[src/rtl/gate_bist_pkg.sv]
// Shared types and constants for the NAND gate built-in self-test.
package gate_bist_pkg;

  localparam int unsigned ERR_W = 16;
  localparam int unsigned N_MAX = 8;

  typedef enum logic [1:0] {IDLE, DRIVE, CHECK, DONE} bist_state_t;

  function automatic logic [ERR_W-1:0] sat_inc(input logic [ERR_W-1:0] v);
    return (&v) ? v : v + ERR_W'(1);
  endfunction

endpackage

[src/rtl/gate_nand_ref.sv]
// Combinational golden model of the N-bit NAND gate under test.
module gate_nand_ref #(
  parameter int unsigned N = 4
) (
  input  logic [N-1:0] a_i,
  input  logic [N-1:0] b_i,
  output logic [N-1:0] exp_o
);

  assign exp_o = ~(a_i & b_i);

endmodule

[src/rtl/gate_nand_bist.sv]
// Exhaustive BIST controller for an N-bit NAND gate: drives all 4^N operand pairs,
// counts mismatching vectors. Optional first-fail capture via GATE_BIST_FIRST_FAIL_EN.
module gate_nand_bist
  import gate_bist_pkg::*;
#(
  parameter int unsigned N = 4
) (
  input  logic             clk,
  input  logic             rst,
  input  logic             start,
  output logic [N-1:0]     a_out,
  output logic [N-1:0]     b_out,
  input  logic [N-1:0]     f_in,
  output logic             busy,
  output logic             done,
  output logic             pass,
`ifdef GATE_BIST_FIRST_FAIL_EN
  output logic             fail_valid,
  output logic [N-1:0]     fail_a,
  output logic [N-1:0]     fail_b,
  output logic [N-1:0]     fail_f,
`endif
  output logic [ERR_W-1:0] err_count
);

  if (N < 1 || N > N_MAX) begin : g_bad_width
    $error("gate_nand_bist: N out of range 1..N_MAX");
  end

  bist_state_t          state_q, state_d;
  logic [2*N-1:0]       vec_q, vec_d;
  logic [N-1:0]         a_q, a_d, b_q, b_d;
  logic [ERR_W-1:0]     err_q, err_d;
  logic                 busy_q, busy_d, done_q, done_d, pass_q, pass_d;
  logic [N-1:0]         exp_f;
  logic                 mismatch;

  gate_nand_ref #(
    .N (N)
  ) u_ref (
    .a_i   (a_q),
    .b_i   (b_q),
    .exp_o (exp_f)
  );

  assign mismatch = (f_in != exp_f);

`ifdef GATE_BIST_FIRST_FAIL_EN
  logic         fv_q, fv_d;
  logic [N-1:0] fa_q, fa_d, fb_q, fb_d, ff_q, ff_d;
`endif

  always_comb begin
    state_d = state_q;
    vec_d   = vec_q;
    a_d     = a_q;
    b_d     = b_q;
    err_d   = err_q;
    busy_d  = busy_q;
    done_d  = 1'b0;
    pass_d  = pass_q;
`ifdef GATE_BIST_FIRST_FAIL_EN
    fv_d = fv_q;
    fa_d = fa_q;
    fb_d = fb_q;
    ff_d = ff_q;
`endif
    unique case (state_q)
      IDLE: begin
        if (start) begin
          vec_d   = '0;
          err_d   = '0;
          pass_d  = 1'b0;
          busy_d  = 1'b1;
          state_d = DRIVE;
`ifdef GATE_BIST_FIRST_FAIL_EN
          fv_d = 1'b0;
          fa_d = '0;
          fb_d = '0;
          ff_d = '0;
`endif
        end
      end
      DRIVE: begin
        a_d     = vec_q[2*N-1:N];
        b_d     = vec_q[N-1:0];
        state_d = CHECK;
      end
      CHECK: begin
        if (mismatch) begin
          err_d = sat_inc(err_q);
`ifdef GATE_BIST_FIRST_FAIL_EN
          if (!fv_q) begin
            fv_d = 1'b1;
            fa_d = a_q;
            fb_d = b_q;
            ff_d = f_in;
          end
`endif
        end
        if (&vec_q) begin
          // Verdict uses the count that already includes this last vector.
          pass_d  = (err_d == '0);
          busy_d  = 1'b0;
          done_d  = 1'b1;
          state_d = DONE;
        end else begin
          vec_d   = vec_q + (2*N)'(1);
          state_d = DRIVE;
        end
      end
      DONE: begin
        state_d = IDLE;
      end
    endcase
  end

  always_ff @(posedge clk or posedge rst) begin
    if (rst) begin
      state_q <= IDLE;
      vec_q   <= '0;
      a_q     <= '0;
      b_q     <= '0;
      err_q   <= '0;
      busy_q  <= 1'b0;
      done_q  <= 1'b0;
      pass_q  <= 1'b0;
    end else begin
      state_q <= state_d;
      vec_q   <= vec_d;
      a_q     <= a_d;
      b_q     <= b_d;
      err_q   <= err_d;
      busy_q  <= busy_d;
      done_q  <= done_d;
      pass_q  <= pass_d;
    end
  end

`ifdef GATE_BIST_FIRST_FAIL_EN
  always_ff @(posedge clk or posedge rst) begin
    if (rst) begin
      fv_q <= 1'b0;
      fa_q <= '0;
      fb_q <= '0;
      ff_q <= '0;
    end else begin
      fv_q <= fv_d;
      fa_q <= fa_d;
      fb_q <= fb_d;
      ff_q <= ff_d;
    end
  end

  assign fail_valid = fv_q;
  assign fail_a     = fa_q;
  assign fail_b     = fb_q;
  assign fail_f     = ff_q;
`endif

  assign a_out     = a_q;
  assign b_out     = b_q;
  assign err_count = err_q;
  assign busy      = busy_q;
  assign done      = done_q;
  assign pass      = pass_q;

endmodule

[config.mk]
export PLATFORM = sky130hd
export DESIGN_NAME = gate_nand_bist
export DESIGN_NICKNAME = d
export VERILOG_FILES = /design/src/rtl/gate_bist_pkg.sv /design/src/rtl/gate_nand_ref.sv /design/src/rtl/gate_nand_bist.sv
export SDC_FILE = /design/constraint.sdc
export NUM_CORES = 1
export LEC_CHECK = 0
export CAP_MARGIN = 0
export CORE_MARGIN = 5
export CORE_UTILIZATION = 40
export CTS_CLUSTER_DIAMETER = 80
export DETAILED_ROUTE_END_ITERATION = 16
export GPL_ROUTABILITY_DRIVEN = 0
export HOLD_SLACK_MARGIN = 0.06
export PLACE_DENSITY = 0.66
export SYNTH_ARGS = -nofsm -noshare
export SYNTH_HDL_FRONTEND = slang
export SYNTH_SLANG_ARGS = --single-unit
[constraint.sdc]
create_clock -name clk -period 2.7 [get_ports clk]
set_clock_uncertainty 0.2 [all_clocks]
set_input_delay 0.54 -clock clk [delete_from_list [all_inputs] [get_ports clk]]
set_output_delay 0.54 -clock clk [all_outputs]
set_load 0.02 [all_outputs]
==> impl_metrics.ini <==
[synthesis]
synth_enable_flop_cells = 0
asr_flop_ratio_synth_pct = 100.0
syn-mean-instance-area_sq_um = 9.765
postSynthRegisterBits = 37
synth_top_flop_cell = sky130_fd_sc_hd__dfrtp_1
syn_area_sq_um = 2197
synth.distinct_cells = 54
synth_sequential_area_ratio_pct = 42.14
mappedNetlistNets = 234
warnings_synthesis = 0
synthesis.instances = 225

[timing]
hold_viol = 0
setup_viol = 0
worst_slack_ps = 129.6
fmax_ghz = 0.3891
fin_hold_ws_ps = 348.0
tightest_slew_ps = 471.8
layout_worst_path_cycle_share_pct = 95.20
setup-tns-final_ps = 0
max-slew-margin-rel_pct = 68.55
rsz_0062_raised_after_global_routing = yes
timing_max_transition_violations_final = 0
fin_crit_ps = 2570

[final_layout]
syn2layout_area_growth_pct = 33.94
post_route_cells_drive_above_1_share_pct = 26.39
final_net_count = 296
antenna_cells = 0
leading_cell_type_in_the_layout_fill_and_taps_excluded = sky130_fd_sc_hd__buf_4
mostFrequentLayoutCells = sky130_fd_sc_hd__buf_4 (37), sky130_fd_sc_hd__dfrtp_1 (34), sky130_fd_sc_hd__clkdlybuf4s50_1 (29)

[pwr]
cell_area_power_density_nw_per_um2 = 615.6
vdd_drop_max_uv = 282.8
power.share.clock_pct = 27.4
p_total_mw = 1.811
total_leakage_power_nw = 1.252
switchingPower_uw = 624.1
cellInternalPower_mw = 1.187
comb_power_share_pct = 33.6
swShare_pct = 34.45
power.sequential.fraction_pct = 39.0

[critical_path]
timing.critical_path.slowest_stage_cell = sky130_fd_sc_hd__or4b_1
timing.rr.start = err_count[0]
r2r_setup_slack_ps = 130
critical_path.startpoint_type = flop
worst-endpoint-arrival_ps = 2580
cp_slowest_stage_delay_ps = 550
worstPathRequired_ps = 2710
worst-path-max-fanout = 6
crit_type = flop to flop
setup.worst_path.start = err_count[0]
reg2regPathDepth = 9
regToRegEndpoint = pass
worstPathCellList = ha_4 > nand4_1 > nor4_4 > a21oi_2 > buf_4 > a211oi_2 > a41oi_1 > or4b_1 > o32ai_2
critPathCaptureType = flop
critPathCapture = pass

[route]
ant_nets = 0
initialDrtViolationCount = 77
wl_mm = 5.594
avgViaCountPerCell = 5.528
route.vias.total = 1990
route.detailed.drc = 0
detailedRoute.firstPassIterationCount = 4
avgRoutedWirePerCell_microns = 15.54

[die]
floorplan.io_pins = 34
floorplan.die.width_microns = 84.12
core_sq_um = 5405
start_util_pct = 40.65
rows = 27
die-area_sq_um = 7075
die_y_microns = 84.12

[clock_network]
tritoncts = yes
clkTransAtPathRegs_ps = 80
cts_buffer_depth = 2
cts_num_sinks = 37
cts_buffers = 5
cts.root.buffer_cell = sky130_fd_sc_hd__clkbuf_8
post_cts_hold_buffer_count = 0
clk_latency_ps = 290
htree_num_levels = 2

[global_route]
grtUsageTotal_pct = 16.24
number_of_global_route_vias_before_repair = 1979
global_route.overflow_total = 0
antenna_found_initial = 0
grt_start_max_net_pins = 38
grt_first_pass_wirelength_mm = 9.418

[placement]
detailedPlace.worstSlack_ps = -338.1
detailedPlacementHpwl_mm = 3.993
numPortBuffers = 33

[min_path]
hold_path.class = flop to flop

[status]
status = finished clean

[run]
maxCapViolations = 0
-- kinds of logic after synthesis --
kind of cell,share of synthesized area [%]
AOI/OAI and AO/OA,20.79
xor gates and xnor gates,3.986
adders and majority gates,1.139
buffers and inverters,5.979
DFF,42.14
muxes,4.556
and+or+nand+nor,21.41
-- stage by stage --
stage | area, sq um | instances | utilization, %
global placement | 2745 | 346 | 50.79
finish | 2943 | 360 | 54.44
global route | 2943 | 360 | 54.44
detailed placement | 2745 | 346 | 50.79
floorplan | 2205 | 225 | -
CTS | 2875 | 356 | 53.19
-- worst min-delay path by stage --
| stage | from | slack (ps) | cells after the start | to |
|---|---|---|---|---|
| floorplan | vec_q[1] | 290 | 2 | vec_q[1] |
| global placement | vec_q[1] | 320 | 2 | vec_q[1] |
| detailed placement | vec_q[1] | 330 | 2 | vec_q[1] |
| CTS | vec_q[1] | 350 | 2 | vec_q[1] |
| global route | b_out[1] | 390 | 1 | b_out[1] |
| finish | busy | 350 | 2 | busy |
-- cells in the mapped netlist (2+ instances only) --
master / instances / area [sq um]
sky130_fd_sc_hd__dfrtp_1: 37 / 925.9
sky130_fd_sc_hd__o21ai_0: 25 / 125.1
sky130_fd_sc_hd__nand2_1: 19 / 71.32
sky130_fd_sc_hd__a21oi_1: 12 / 60.06
sky130_fd_sc_hd__nand3_1: 10 / 50.05
sky130_fd_sc_hd__nor2_1: 10 / 37.54
sky130_fd_sc_hd__mux2_2: 8 / 90.09
sky130_fd_sc_hd__nand4_1: 8 / 50.05
sky130_fd_sc_hd__clkbuf_1: 5 / 18.77
sky130_fd_sc_hd__nor3_1: 5 / 25.02
sky130_fd_sc_hd__xnor2_1: 5 / 43.79
sky130_fd_sc_hd__xor2_1: 5 / 43.79
sky130_fd_sc_hd__a211oi_1: 4 / 30.03
sky130_fd_sc_hd__a21boi_0: 4 / 30.03
sky130_fd_sc_hd__a31oi_1: 4 / 25.02
sky130_fd_sc_hd__and3b_1: 4 / 35.03
sky130_fd_sc_hd__inv_1: 4 / 15.01
sky130_fd_sc_hd__o31ai_1: 4 / 30.03
sky130_fd_sc_hd__a41oi_1: 3 / 26.28
sky130_fd_sc_hd__and2_1: 3 / 18.77
sky130_fd_sc_hd__and4_2: 3 / 30.03
sky130_fd_sc_hd__buf_4: 3 / 22.52
sky130_fd_sc_hd__buf_6: 3 / 33.78
sky130_fd_sc_hd__o22a_1: 3 / 26.28
sky130_fd_sc_hd__and4_4: 2 / 22.52
sky130_fd_sc_hd__clkbuf_8: 2 / 27.53
sky130_fd_sc_hd__ha_1: 2 / 25.02
sky130_fd_sc_hd__or2_2: 2 / 12.51
-- per-layer routing --
layer	up-vias	share of wire, %	global-route usage, %
met3	8	4.6	3.751
met4	0	1.4	5.848
met2	46	48	26.18
li1	966	-	-
met1	970	46	21.29
met5	-	0	0
-- repair_timing --
action                     in CTS  in global routing
resized for setup               8                  7
setup endpoints to repair       1                  1
pin swaps                       7                  7
setup buffers                   2                  4
-- sequential cells by signal, indices dropped and copies added (netlist names) --
name	cells
a_out	4
b_out	4
busy	1
done	1
err_count	16
pass	1
state_q	2
vec_q	8
-- critical path: cells and delay by family (launching register included) --
family	cells	cell delay (ps)
flip-flops	1	420
adder cells (fa/ha/maj)	1	150
AO/OA/AOI/OAI	4	500
AND/OR/NAND/NOR	3	1050
buffers and inverters	1	170
-- area by class of cell --
class / instances / area, sq um
inverter: 5 / 18.77
clock inverter: 3 / 46.29
timing repair buffer: 70 / 603.1
sequential: 37 / 929.6
multi-input combinational: 168 / 1186
fill: 503 / 2462
clock buffer: 5 / 68.82
tap: 72 / 90.09
-- power by group through the flow --
| stage | Combinational, mW | Sequential, mW | Clock, mW |
|---|---|---|---|
| 6_report | 0.609 | 0.707 | 0.496 |
| 5_1_grt | 0.664 | 0.722 | 0.529 |
| 4_1_cts | 0.557 | 0.712 | 0.507 |
| 3_5_place_dp | 0.555 | 0.723 | 0 |
| 3_3_place_gp | 0.546 | 0.720 | 0 |
| 2_1_floorplan | 0.324 | 0.748 | 0 |
Power figures use the tool's default switching activity.
